<file path="config.mk">
export PLATFORM = sky130hd
export DESIGN_NAME = minized_led_breather_flat
export DESIGN_NICKNAME = d
export VERILOG_FILES = /design/src/rtl/minized_led_breather_pkg.sv /design/src/rtl/minized_led_breather_if.sv /design/src/rtl/minized_led_breather_pwm.sv /design/src/rtl/minized_led_breather.sv /design/src/flat_wrapper.sv
export SDC_FILE = /design/constraint.sdc
export NUM_CORES = 1
export LEC_CHECK = 0
export BUFFER_PORTS_ARGS = -buffer_cell sky130_fd_sc_hd__buf_2
export CORE_ASPECT_RATIO = 1.2
export CORE_UTILIZATION = 47
export DETAILED_ROUTE_END_ITERATION = 16
export PLACE_DENSITY = 0.63
export SYNTH_ARGS = -nofsm -noshare
export SYNTH_HDL_FRONTEND = slang
export SYNTH_SLANG_ARGS = --single-unit
</file>
<file path="constraint.sdc">
create_clock -name clk -period 2.6 [get_ports clk]
set_input_delay 0.52 -clock clk [delete_from_list [all_inputs] [get_ports clk]]
set_output_delay 0.52 -clock clk [all_outputs]
set_load 0.1 [all_outputs]
</file>
<file path="src/rtl/minized_led_breather_pkg.sv">
`default_nettype none
// ============================================================================
//  Module      : minized_led_pkg
//  Description : Shared phase encoding and phase-classification helpers for
//                the MiniZed bicolor LED breathing driver.
//  Revision    : 1.0 - initial release
// ============================================================================
package minized_led_pkg;

    localparam int c_PHASE_W = 3;

    // Sequence phases; codes 6 and 7 are unused and treated as illegal
    typedef enum logic [c_PHASE_W-1:0] {
        G_UP  = 3'd0,
        G_DN  = 3'd1,
        G_OFF = 3'd2,
        R_UP  = 3'd3,
        R_DN  = 3'd4,
        R_OFF = 3'd5
    } led_phase_t;

    // True while a colour is being ramped up or down
    function automatic logic is_ramp(input logic [c_PHASE_W-1:0] phase);
        return (phase == G_UP) || (phase == G_DN) ||
               (phase == R_UP) || (phase == R_DN);
    endfunction

    // True during the dark gap between colours
    function automatic logic is_off(input logic [c_PHASE_W-1:0] phase);
        return (phase == G_OFF) || (phase == R_OFF);
    endfunction

    // True while the green channel owns the LED
    function automatic logic is_green(input logic [c_PHASE_W-1:0] phase);
        return (phase == G_UP) || (phase == G_DN);
    endfunction

    // True while the red channel owns the LED
    function automatic logic is_red(input logic [c_PHASE_W-1:0] phase);
        return (phase == R_UP) || (phase == R_DN);
    endfunction

endpackage
`default_nettype wire

</file>
<file path="src/rtl/minized_led_breather_if.sv">
`default_nettype none
// ============================================================================
//  Module      : minized_led_breather_if
//  Description : Control and LED/debug signal bundle of the breathing driver.
//                The slave side is the driver, the master side its user.
//  Revision    : 1.0 - initial release
// ============================================================================
interface minized_led_breather_if #(
    parameter int PWM_WIDTH = 8
);
    logic                 enable;
    logic                 mode;
    logic                 led_g;
    logic                 led_r;
    logic                 led_b;
    logic [PWM_WIDTH-1:0] duty;
    logic [2:0]           phase;

    modport master (
        output enable, mode,
        input  led_g, led_r, led_b, duty, phase
    );

    modport slave (
        input  enable, mode,
        output led_g, led_r, led_b, duty, phase
    );
endinterface
`default_nettype wire

</file>
<file path="src/rtl/minized_led_breather_pwm.sv">
`default_nettype none
// ============================================================================
//  Module      : led_pwm
//  Description : Free-running PWM counter and duty compare. The counter is
//                held at zero while disabled so every enable restarts a
//                clean PWM period.
//  Revision    : 1.0 - initial release
// ============================================================================
module led_pwm #(
    parameter int PWM_WIDTH = 8
) (
    input  logic                 clk,
    input  logic                 rstN,
    input  logic                 enable,
    input  logic [PWM_WIDTH-1:0] eff_duty,
    output logic                 on
);

    logic [PWM_WIDTH-1:0] r_pwm_cnt;

    // PWM period counter: wraps at MAX, cleared while disabled
    always_ff @(posedge clk or negedge rstN) begin
        if (!rstN) begin
            r_pwm_cnt <= '0;
        end else if (!enable) begin
            r_pwm_cnt <= '0;
        end else begin
            r_pwm_cnt <= r_pwm_cnt + 1'b1;
        end
    end

    // Duty 0 is never on; MAX is on for all but the last count of the period
    assign on = (r_pwm_cnt < eff_duty);

endmodule
`default_nettype wire

</file>
<file path="src/rtl/minized_led_breather.sv">
`default_nettype none
// ============================================================================
//  Module      : minized_led_breather
//  Description : Green-up/down, gap, red-up/down, gap breathing sequence for
//                the MiniZed bicolor LED, with the blue DONE LED lit during
//                the gaps. LED outputs are registered once after the compare.
//  Revision    : 1.0 - initial release
// ============================================================================
module minized_led_breather
    import minized_led_pkg::*;
#(
    parameter int PWM_WIDTH   = 8,
    parameter int STEP_CYCLES = 63725,
    parameter int OFF_STEPS   = 255
) (
    input  logic                           clk,
    input  logic                           rstN,
    minized_led_breather_if.slave          bus
);

    localparam int c_STEP_W = (STEP_CYCLES > 1) ? $clog2(STEP_CYCLES) : 1;
    localparam int c_OFF_W  = $clog2(OFF_STEPS) + 1;

    localparam logic [PWM_WIDTH-1:0] c_MAX       = '1;
    localparam logic [c_STEP_W-1:0]  c_STEP_LAST = c_STEP_W'(STEP_CYCLES - 1);
    localparam logic [c_OFF_W-1:0]   c_OFF_LAST  = c_OFF_W'(OFF_STEPS - 1);

    logic [c_STEP_W-1:0]  r_step_cnt;
    logic                 w_step;

    led_phase_t           r_state;
    led_phase_t           w_state_nxt;
    logic [PWM_WIDTH-1:0] r_duty;
    logic [PWM_WIDTH-1:0] w_duty_nxt;
    logic [c_OFF_W-1:0]   r_off_cnt;
    logic [c_OFF_W-1:0]   w_off_nxt;

    logic [PWM_WIDTH-1:0] w_eff_duty;
    logic                 w_on;
    logic                 w_led_g_d;
    logic                 w_led_r_d;
    logic                 w_led_b_d;
    logic                 r_led_g;
    logic                 r_led_r;
    logic                 r_led_b;

    // Brightness step timer; frozen at zero while disabled
    always_ff @(posedge clk or negedge rstN) begin
        if (!rstN) begin
            r_step_cnt <= '0;
        end else if (!bus.enable || (r_step_cnt == c_STEP_LAST)) begin
            r_step_cnt <= '0;
        end else begin
            r_step_cnt <= r_step_cnt + 1'b1;
        end
    end

    assign w_step = bus.enable && (r_step_cnt == c_STEP_LAST);

    // Sequence state register
    always_ff @(posedge clk or negedge rstN) begin
        if (!rstN) begin
            r_state   <= G_UP;
            r_duty    <= '0;
            r_off_cnt <= '0;
        end else begin
            r_state   <= w_state_nxt;
            r_duty    <= w_duty_nxt;
            r_off_cnt <= w_off_nxt;
        end
    end

    // Next-state logic: legal phases advance on a step, illegal codes recover at once
    always_comb begin
        w_state_nxt = r_state;
        w_duty_nxt  = r_duty;
        w_off_nxt   = r_off_cnt;
        case (r_state)
            G_UP, R_UP: begin
                if (w_step) begin
                    if (r_duty == c_MAX) begin
                        w_state_nxt = (r_state == G_UP) ? G_DN : R_DN;
                    end else begin
                        w_duty_nxt = r_duty + 1'b1;
                    end
                end
            end
            G_DN, R_DN: begin
                if (w_step) begin
                    if (r_duty == '0) begin
                        w_state_nxt = (r_state == G_DN) ? G_OFF : R_OFF;
                    end else begin
                        w_duty_nxt = r_duty - 1'b1;
                    end
                end
            end
            G_OFF, R_OFF: begin
                if (w_step) begin
                    if (r_off_cnt == c_OFF_LAST) begin
                        w_off_nxt   = '0;
                        w_state_nxt = (r_state == G_OFF) ? R_UP : G_UP;
                    end else begin
                        w_off_nxt = r_off_cnt + 1'b1;
                    end
                end
            end
            default: begin
                w_state_nxt = G_UP;
                w_duty_nxt  = '0;
                w_off_nxt   = '0;
            end
        endcase
    end

    // Output decode: hard-blink forces full brightness during ramps only
    always_comb begin
        w_eff_duty = (bus.mode && is_ramp(r_state)) ? c_MAX : r_duty;
        w_led_g_d  = bus.enable && is_green(r_state) && w_on;
        w_led_r_d  = bus.enable && is_red(r_state)   && w_on;
        w_led_b_d  = bus.enable && is_off(r_state);
    end

    led_pwm #(
        .PWM_WIDTH (PWM_WIDTH)
    ) u_pwm (
        .clk      (clk),
        .rstN     (rstN),
        .enable   (bus.enable),
        .eff_duty (w_eff_duty),
        .on       (w_on)
    );

    // LED drive registers, one clock behind the compare
    always_ff @(posedge clk or negedge rstN) begin
        if (!rstN) begin
            r_led_g <= 1'b0;
            r_led_r <= 1'b0;
            r_led_b <= 1'b0;
        end else begin
            r_led_g <= w_led_g_d;
            r_led_r <= w_led_r_d;
            r_led_b <= w_led_b_d;
        end
    end

    assign bus.led_g = r_led_g;
    assign bus.led_r = r_led_r;
    assign bus.led_b = r_led_b;
    assign bus.duty  = r_duty;
    assign bus.phase = r_state;

endmodule
`default_nettype wire

</file>
<file path="src/flat_wrapper.sv">
// flat-port wrapper written by rule: the top's interface ports become plain ports
module minized_led_breather_flat import minized_led_pkg::*;
#(
    parameter int PWM_WIDTH   = 8,
    parameter int STEP_CYCLES = 63725,
    parameter int OFF_STEPS   = 255
)
  (clk, rstN, bus_enable, bus_mode, bus_led_g, bus_led_r, bus_led_b, bus_duty, bus_phase);
  minized_led_breather_if #(.PWM_WIDTH(PWM_WIDTH)) bus_i ();
  input  logic clk;
  input  logic rstN;
  input wire logic [$bits(bus_i.enable)-1:0] bus_enable;
  input wire logic [$bits(bus_i.mode)-1:0] bus_mode;
  output wire logic [$bits(bus_i.led_g)-1:0] bus_led_g;
  output wire logic [$bits(bus_i.led_r)-1:0] bus_led_r;
  output wire logic [$bits(bus_i.led_b)-1:0] bus_led_b;
  output wire logic [$bits(bus_i.duty)-1:0] bus_duty;
  output wire logic [$bits(bus_i.phase)-1:0] bus_phase;
  assign bus_i.enable = bus_enable;
  assign bus_i.mode = bus_mode;
  assign bus_led_g = bus_i.led_g;
  assign bus_led_r = bus_i.led_r;
  assign bus_led_b = bus_i.led_b;
  assign bus_duty = bus_i.duty;
  assign bus_phase = bus_i.phase;
  minized_led_breather #(.PWM_WIDTH(PWM_WIDTH), .STEP_CYCLES(STEP_CYCLES), .OFF_STEPS(OFF_STEPS)) u_core (.clk(clk), .rstN(rstN), .bus(bus_i));
endmodule
</file>
==> results of run 1 <==
[worst register-to-register path, cell delays in order (launching register included)]
cell and delay, ns:
dfrtp_4 0.54, nand2b_1 0.20, a21oi_4 0.19, buf_4 0.16, ha_1 0.27, a21o_1 0.20
a2bb2oi_1 0.20, a21oi_1 0.12, xnor2_1 0.16, a21o_1 0.16, a22o_1 0.17
[final timing paths]
check / endpoint / cells after the start / slack [ns]
max: u_core.bus.duty[7] / 10 / 0.14
min: u_core.bus.duty[1] / 1 / 0.08
max reg2reg: u_core.bus.duty[7] / 10 / 0.14
min reg2reg: u_core.u_pwm.r_pwm_cnt[0] / 1 / 0.48
max in group asynchronous: u_core.bus.phase[2] / 2 / 1.95
min in group clk: u_core.u_pwm.r_pwm_cnt[0] / 1 / 0.48
[cells in the mapped netlist, types with 5 or more instances]
cell / number
dfrtp_1: 47
nand2_1: 19
inv_1: 12
and3_1: 11
o31ai_1: 6
and4_1: 5
or3_1: 5
nor2_1: 46
o21ai_0: 17
xor2_1: 13
a22o_1: 5
nand3_1: 23
ha_1: 18
o21ai_1: 5
xnor2_1: 9
a21oi_1: 10
nor2b_1: 8
nand2b_1: 8
a21o_1: 5
[placed cells by master (no fill, tap or decap), types with 7 or more instances in the layout]
cell / count
nand2b_1: 7
a21oi_1: 9
ha_1: 18
dfrtp_1: 44
and3_1: 11
nor2_1: 46
nand3_1: 23
inv_1: 12
buf_2: 17
nor2b_1: 8
nand2_1: 19
buf_4: 10
xnor2_1: 9
o21ai_0: 16
xor2_1: 13
[layer usage]
| layer | track usage (%) | part of all wire, % | wire (µm) |
|---|---|---|---|
| met4 | 5.660 | 0.94 | 57 |
| met1 | 25.94 | 46 | 2798 |
| met5 | 0 | 0 | 0 |
| met3 | 3.075 | 2.5 | 150 |
| met2 | 35.54 | 51 | 3081 |
[flip-flops by register name, summed over array words and instances, names as in the netlist]
name / cells
u_core.bus.phase: 3
u_core.bus.duty: 8
u_core.r_off_cnt: 9
u_core.r_step_cnt: 16
u_core.bus.led_g: 1
u_core.bus.led_r: 1
u_core.u_pwm.r_pwm_cnt: 8
u_core.bus.led_b: 1
[per-stage QoR]
| step | area (µm²) | cells | total power [µW] |
|---|---|---|---|
| floorplan | 3000 | 321 | 792.6 |
| global placement | 3184 | 420 | 821.7 |
| detailed placement | 3184 | 420 | 822.9 |
| CTS | 3299 | 428 | 1389 |
| global route | 3302 | 428 | 1423 |
| finish | 3302 | 428 | 1365 |
[final cells by class]
class                      count  area [µm²]  share of cell area, %
clock buffer                   5       68.82                  2.084
clock inverter                 3       46.29                  1.402
inverter                      13       48.80                  1.478
multi-input combinational    251        1688                  51.12
sequential                    47        1187                  35.96
tap                           82       102.6                  3.107
timing repair buffer          27       160.2                  4.850
[cells by family after synthesis]
logic type / count (synthesis) / share of synthesized area [%]
and+or+nand+nor: 142 / 24.91
muxes: 4 / 1.525
DFF: 47 / 39.81
adders and majority gates: 19 / 8.302
xor gates and xnor gates: 22 / 6.523
AOI/OAI and AO/OA: 64 / 14.78
buffers and inverters: 23 / 4.151
[repair_timing]
action | in CTS | in global routing
endpoints found under the setup margin | 0 | 2
hold endpoints to repair | 0 | 0
resized for setup | 0 | 1
[power breakdown]
group / switching [µW] / total (µW) / internal, µW
logic: 40.2 / 58.8 / 18.7
registers: 8.94 / 747 / 739
clock network: 269 / 559 / 290
==> out/results.ini, run 1 <==
[placement]
place_ws_ns = 0.1425
io_buffers = 17
place_congestion = 0.8107
hpwl_mm = 4.478

[detailed_routing]
viasPerCell = 5.343
firstDrtPassIters = 4
via_count = 2287
totalWireLength_mm = 6.087
drt_iter0_drc = 89
drc = 0
ant_nets = 0
post_drt_wl_per_cell_um = 14.22

[synth]
synth_cells = 321
yosysWarnings = 0
syn-cell-area_mm2 = 0.002954
synth_cell_types = 52
synth_top_area_share_pct = 39.81
synth_flop_cell = dfrtp_1
yosysTopAreaCell = dfrtp_1
synth.avg_cell_area_um2 = 9.203
ys_seq_area_share_pct = 39.81
synthArstFlopShare_pct = 100.0
ys_seq_elements = 47
synth_edf_count = 0
netlist_top_cells_area = dfrtp_1, ha_1, nor2_1
synth_nets = 344

[sta]
fin_crit_ns = 2.458
hold_viol = 0
tightest_slew_ns = 0.4816
rsz0062_at_grt = no
finalSetupTns_ns = 0
hold_ws_ns = 0.08244
maxSlewViolCount = 0
max_freq_mhz = 406.9
post-route-period-util_pct = 94.53
clock_skew_ns = 0.009797
slew_headroom_pct = 67.82
setup_viol = 0
worst_slack_ns = 0.1423

[floorplanning]
start_util_pct = 48.82
dieHeight_um = 88.85
num_rows = 31
ios = 18
die-area_mm2 = 0.006607
coreArea_mm2 = 0.006051
fp.dieW_um = 74.37

[power_and_ir_drop]
leakagePower_uw = 0.001531
vdd_ir_drop_max_v = 0.0002684
power_density_mw_per_mm2 = 413.4

[global_routing]
grt_pass1_vias = 2207
antenna_found_initial = 0
overflow = 0
grt_max_degree = 19
grt_usage_pct = 20.35
grt_pass1_wl_mm = 10.25

[cells_and_area]
drive_gt1_share_pct = 14.74
final_util_pct = 54.57
nets = 368
syn_to_final_growth_pct = 11.77
n_antenna_cell = 0
fillCellCount = 581

[setup_path]
cp-end-kind = flip-flop
critPathMaxStageDelay_ns = 0.54
path_class = flip-flop to flip-flop
worstSetupStartpoint = u_core.bus.phase[2]
crit_family = compound AO/OA/AOI/OAI gates
worstSetupStartpointType = flip-flop
crit_top_cell = a21o_1
crit_arrival_ns = 2.67
path_buf_inv = 1
r2r_start = u_core.bus.phase[2]
cp.required_ns = 2.81
crit_path_top_delay_cell = dfrtp_4
path_cells = nand2b_1 > a21oi_4 > buf_4 > ha_1 > a21o_1 > a2bb2oi_1 > a21oi_1 > xnor2_1 > a21o_1 > a22o_1
cp_max_fo = 9

[clocking]
cts_setup_buffers = 0
cts_tree = done
htreeDepth = 2
hold_buffers = 0
clock-root-buffer = clkbuf_8
cts_buffer_depth = 2
clock-sinks = 47
insertion_delay_ns = 0.31
cts_made_buffers = 5
clk_pin_slew_worst_paths_ns = 0.10

[outcome]
status = completed

[worst_hold_path]
hold_class = primary input to asynchronous set/reset pin

[job]
cap_violations = 0

(Power assumes the default switching activity.)
==> run 2, diff against run 1 <==
--- a/config.mk
+++ b/config.mk
@@ -7,9 +7,11 @@
 export LEC_CHECK = 0
 export BUFFER_PORTS_ARGS = -buffer_cell sky130_fd_sc_hd__buf_2
 export CORE_ASPECT_RATIO = 1.2
+export CORE_MARGIN = 1
 export CORE_UTILIZATION = 47
 export DETAILED_ROUTE_END_ITERATION = 16
 export PLACE_DENSITY = 0.63
 export SYNTH_ARGS = -nofsm -noshare
 export SYNTH_HDL_FRONTEND = slang
+export SYNTH_HIERARCHICAL = 1
 export SYNTH_SLANG_ARGS = --single-unit
==> run 2 against run 1 <==
Against the previous run:
- sequential share of layout area decreased by 0.50 points
- final cell count grew 1.6%
- non-clock buffer count increased by 3
- clock power shrank 0.7%
- synthesized cell count increased by 0.62%
- register-to-register slack better by 0.02 ns
- global-route usage rose by 0.69 points
- critical path type unchanged
- critical endpoint is now u_core/bus.duty[6]
- largest power group is now combinational logic
==> out/results.ini, run 2 <==
[setup_path]
cp-end-kind = flip-flop
worstSetupStartpointType = flip-flop
path_class = flip-flop to flip-flop
cp.required_ns = 2.79
r2r_slack_ns = 0.16
r2r.worst_path.cells = 9
r2r_start = u_core/bus.phase[0]
crit_arrival_ns = 2.63
cp_max_fo = 9
r2r_end = u_core/bus.duty[6]

[floorplanning]
start_util_pct = 48.68
fp.dieW_um = 74.27
coreArea_mm2 = 0.006051
dieHeight_um = 88.72
ios = 18
num_rows = 31
die-area_mm2 = 0.006588

[clocking]
cts_buffer_depth = 2
hold_buffers = 0
cts_setup_buffers = 0
htreeDepth = 2
clk_pin_slew_worst_paths_ns = 0.09
cts_made_buffers = 5
cts_tree = done
clock-sinks = 47
ctsResizeCount = 0
clock-root-buffer = clkbuf_8
insertion_delay_ns = 0.29

[synth]
synthArstFlopShare_pct = 100.0
synth.avg_cell_area_um2 = 9.119
synth_cells = 323
yosysWarnings = 6
synth_cell_types = 53
synth_flop_cell = dfrtp_1
synth_common_cells = dfrtp_1, nor2_1, inv_1
ys_seq_area_share_pct = 39.93
synth_nets = 346
syn-cell-area_mm2 = 0.002945
netlist_top_cells_area = dfrtp_1, ha_1, nor2_1
synth_top_area_share_pct = 39.93
synth_most_common_cell = dfrtp_1
ys_seq_elements = 47
synth_edf_count = 0
yosysTopAreaCell = dfrtp_1

[power_and_ir_drop]
leakagePower_uw = 0.001520
power_density_mw_per_mm2 = 948.1
vdd_ir_drop_max_v = 0.0004281

[cells_and_area]
syn_to_final_growth_pct = 13.21
final_cell_mix = dfrtp_1, nor2_1, inv_1
reg_top3 = u_core/r_step_cnt (16), u_core/r_off_cnt (9)
largest_reg_flops = 16
final_common_cell = dfrtp_1
final_util_pct = 55.11
nets = 375
top_register = u_core/r_step_cnt
drive_gt1_share_pct = 14.45
n_antenna_cell = 0

[detailed_routing]
firstDrtPassIters = 4
via_count = 2446
drc = 0
post_drt_wl_per_cell_um = 14.51
totalWireLength_mm = 6.313
viasPerCell = 5.623
ant_nets = 0
drt_iter0_drc = 168

[sta]
clock_skew_ns = 0.008305
setup_viol = 0
slew_headroom_pct = 44.59
tightest_slew_ns = 0.8311
fin_crit_ns = 2.442
hold_viol = 0
max_freq_mhz = 409.5
post-route-period-util_pct = 93.92
finalSetupTns_ns = 0
rsz0062_at_grt = no
maxSlewViolCount = 0

[global_routing]
grt_pass1_vias = 2343
grt_usage_pct = 21.04
grt_max_degree = 38
overflow = 0
grt_pass1_wl_mm = 10.76
antenna_found_initial = 0

[job]
cap_violations = 0

[placement]
io_buffers = 17
hpwl_mm = 4.507
place_congestion = 0.8367

[outcome]
status = completed

[worst_hold_path]
hold_class = primary input to asynchronous set/reset pin

==> run 2: worst max path at each step <==
stage | from | endpoint
final | u_core/bus.phase[0] | u_core/bus.duty[6]
after CTS | u_core/bus.phase[0] | u_core/bus.duty[6]
after detailed placement | u_core/bus.phase[0] | u_core/bus.duty[6]
after global routing | u_core/bus.phase[0] | u_core/bus.duty[6]
after floorplan | u_core/bus.phase[0] | u_core/bus.duty[6]
after global placement | u_core/bus.phase[0] | u_core/bus.duty[6]
==> run 2: worst max-delay path, stage by stage (launching register included) <==
cell and delay, ns:
dfrtp_4 0.52, nand2b_1 0.21, a21oi_4 0.25, inv_1 0.08
fa_1 0.38, nor2b_1 0.22, o31a_1 0.18, o21a_1 0.14
nor3_1 0.05, o41ai_1 0.29
==> run 2: stage by stage <==
stage	area [µm²]	worst slack [ns]	power, µW	instances	hold WS (ns)
5_1_grt	3334	0.0007419	3370	435	0.3839
4_1_cts	3312	0.1437	3130	432	0.3499
2_1_floorplan	2963	0.0005069	2206	323	0.2244
3_3_place_gp	3194	0.2233	2559	424	0.4662
6_report	3334	0.1580	3161	435	0.3115
3_5_place_dp	3194	0.1685	2562	424	0.4752
==> run 2: power breakdown <==
| part | switching [µW] | internal (µW) |
|---|---|---|
| clock | 244 | 311 |
| sequential | 127 | 820 |
| combinational | 1130 | 525 |
| total | 1510 | 1660 |
==> run 2: routing by layer <==
metal / GRT usage, % / part of all wire [%] / up-vias
li1: - / - / 1215
met1: 29.40 / 49 / 1193
met2: 33.31 / 48 / 33
met3: 3.189 / 2.4 / 5
met4: 7.204 / 1.1 / 0
met5: 0 / 0 / -
==> run 2: cell families (layout without fill, tap and decap cells) <==
| kind of cell | after synthesis | after routing | synth area share [%] |
|---|---|---|---|
| and+or+nand+nor | 138 | 138 | 25.23 |
| adders and majority gates | 19 | 19 | 8.326 |
| DFF | 47 | 47 | 39.93 |
| AOI/OAI and AO/OA | 64 | 64 | 14.53 |
| buffers and inverters | 29 | 59 | 3.738 |
| muxes | 7 | 7 | 2.591 |
| xor gates and xnor gates | 19 | 19 | 5.650 |
==> run 2: layout make-up <==
class | instances | area [µm²]
sequential | 47 | 1182
tap | 82 | 102.6
fill | 600 | 2716
timing repair buffer | 30 | 182.7
clock buffer | 6 | 82.58
multi-input combinational | 247 | 1670
clock inverter | 2 | 35.03
inverter | 21 | 78.83
==> run 3, diff against run 2 <==
--- a/config.mk
+++ b/config.mk
@@ -10,7 +10,7 @@
 export CORE_MARGIN = 1
 export CORE_UTILIZATION = 47
 export DETAILED_ROUTE_END_ITERATION = 16
-export PLACE_DENSITY = 0.63
+export PLACE_DENSITY = 0.67
 export SYNTH_ARGS = -nofsm -noshare
 export SYNTH_HDL_FRONTEND = slang
 export SYNTH_HIERARCHICAL = 1
==> run 3 against run 2 <==
Against the previous run:
- power rose by 2.4%
- critical endpoint is now u_core/bus.duty[2]
- sequential power is 0.6% lower
- highest routed layer unchanged
- register-to-register slack about the same
- utilization rose by 0.25 points
- fmax increased by 0.23%
- via count is 1.1% lower
- clock-buffer cell count is the same
- clock power is 15% higher
- clock skew is 0.0065 ns higher
- flip-flop and latch count stayed put
- setup slack improved by 0.0056 ns
- die area unchanged
==> out/results.ini, run 3 (synthesis results as in run 2) <==
[outcome]
status = completed

[detailed_routing]
viasPerCell = 5.559
ant_nets = 0
drt_iter0_drc = 194
post_drt_wl_per_cell_um = 14.45
drc = 0
via_count = 2418
totalWireLength_mm = 6.286
firstDrtPassIters = 4

[cells_and_area]
reg_top3 = u_core/r_step_cnt (16), u_core/r_off_cnt (9)
drive_gt1_share_pct = 14.16
seqCellArea_mm2 = 0.001182
n_antenna_cell = 0
final_common_cell = dfrtp_1
top_register = u_core/r_step_cnt
largest_reg_flops = 16
nets = 375
fillCellCount = 556
stdcell_area_mm2 = 0.003349
final_cell_mix = dfrtp_1, nor2_1, inv_1
final_util_pct = 55.36
multi_input_area_mm2 = 0.001670
syn_to_final_growth_pct = 13.72

[power_and_ir_drop]
power_density_mw_per_mm2 = 966.4
p_total_uw = 3237
vdd_ir_drop_max_v = 0.0004308
leakagePower_uw = 0.001525

[setup_path]
cp-end-kind = flip-flop
r2r_slack_ns = 0.16
cp.required_ns = 2.78
critPathMaxStageDelay_ns = 0.52
path_cells = inv_1 > ha_1 > nand4bb_1 > or4_4 > or2_0 > o21a_1 > o41ai_1
worstSetupStartpointType = flip-flop
path_class = flip-flop to flip-flop
cp_max_fo = 7
crit_path_top_delay_cell = or4_4
crit_arrival_ns = 2.61

[placement]
place_ws_ns = 0.1917
place_congestion = 0.8174
placed_cell_area_mm2 = 0.003194
io_buffers = 17
hpwl_mm = 4.484

[sta]
tightest_slew_ns = 0.7673
slew_headroom_pct = 48.84
post-route-period-util_pct = 93.71
fin_crit_ns = 2.436
hold_ws_ns = 0.2814
maxSlewViolCount = 0
max_freq_mhz = 410.4
worst_slack_ns = 0.1636
hold_viol = 0
clock_skew_ns = 0.01482
setup_viol = 0

[floorplanning]
die-area_mm2 = 0.006588
coreArea_mm2 = 0.006051
start_util_pct = 48.68
num_rows = 31
ios = 18
fp.dieW_um = 74.27
dieHeight_um = 88.72

[global_routing]
grt_usage_pct = 20.14
antenna_found_initial = 0
grt_max_degree = 34
grt_pass1_vias = 2233
grt_pass1_wl_mm = 10.15
overflow = 0

[clocking]
cts_buffer_depth = 2
htreeDepth = 2
clock-sinks = 47
hold_buffers = 0
insertion_delay_ns = 0.31
clk_pin_slew_worst_paths_ns = 0.10
cts_made_buffers = 5
clock-root-buffer = clkbuf_8
cts_tree = done

[worst_hold_path]
hold_class = primary input to asynchronous set/reset pin

[job]
cap_violations = 0

run 3: cell count changes in the layout (fill, tap and decap cells not counted), sizes merged:
cell,delta
bufinv,+1
clkinv,-1
run 3: cell type report:
cell class	instances	area share (%)
inverters	21	2.353
well taps	82	3.063
flip-flops and latches	47	35.30
multi-input cells	247	49.87
clock buffers	6	2.167
repair buffers	30	5.454
clock inverters	2	1.793
run 3: path summary, 6_finish.rpt:
check                                        to                 start  cells past startpoint
min                          u_core/bus.duty[5]                  rstN                      1
min reg2reg                 u_core/r_off_cnt[8]   u_core/r_off_cnt[8]                      1
max                          u_core/bus.duty[2]  u_core/r_step_cnt[1]                      7
max in group asynchronous  u_core/r_step_cnt[5]                  rstN                      2
max reg2reg                  u_core/bus.duty[2]  u_core/r_step_cnt[1]                      7
min in group clk            u_core/r_off_cnt[8]   u_core/r_off_cnt[8]                      1
run 3: power breakdown:
group / switching, µW / internal (µW)
Clock: 256 / 385
Sequential: 121 / 820
Combinational: 1130 / 524
Total: 1510 / 1730
run 3: worst max-delay path: cells and delay by family, from the launching register on:
kind	cells	cell delay [ns]
compound gates	2	0.70
fa+ha+maj	1	0.13
buf+inv	1	0.07
flops	1	0.42
simple gates	3	0.98
run 3: timing repair:
action                     in CTS  in global routing
buffers inserted                0                  3
resized for setup               0                  0
setup endpoints to repair       0                  1
run 3: layer usage:
| metal | GRT usage, % | part of all wire, % |
|---|---|---|
| met1 | 27.31 | 49 |
| met4 | 7.547 | 0.76 |
| met2 | 32.07 | 47 |
| met3 | 3.645 | 2.5 |
| met5 | 0 | 0 |
run 3: metrics by stage:
step,std cells,TNS [ns]
floorplan,323,0
finish,435,0
detailed placement,424,0
global placement,424,0
global route,435,-0.005103
CTS,432,0
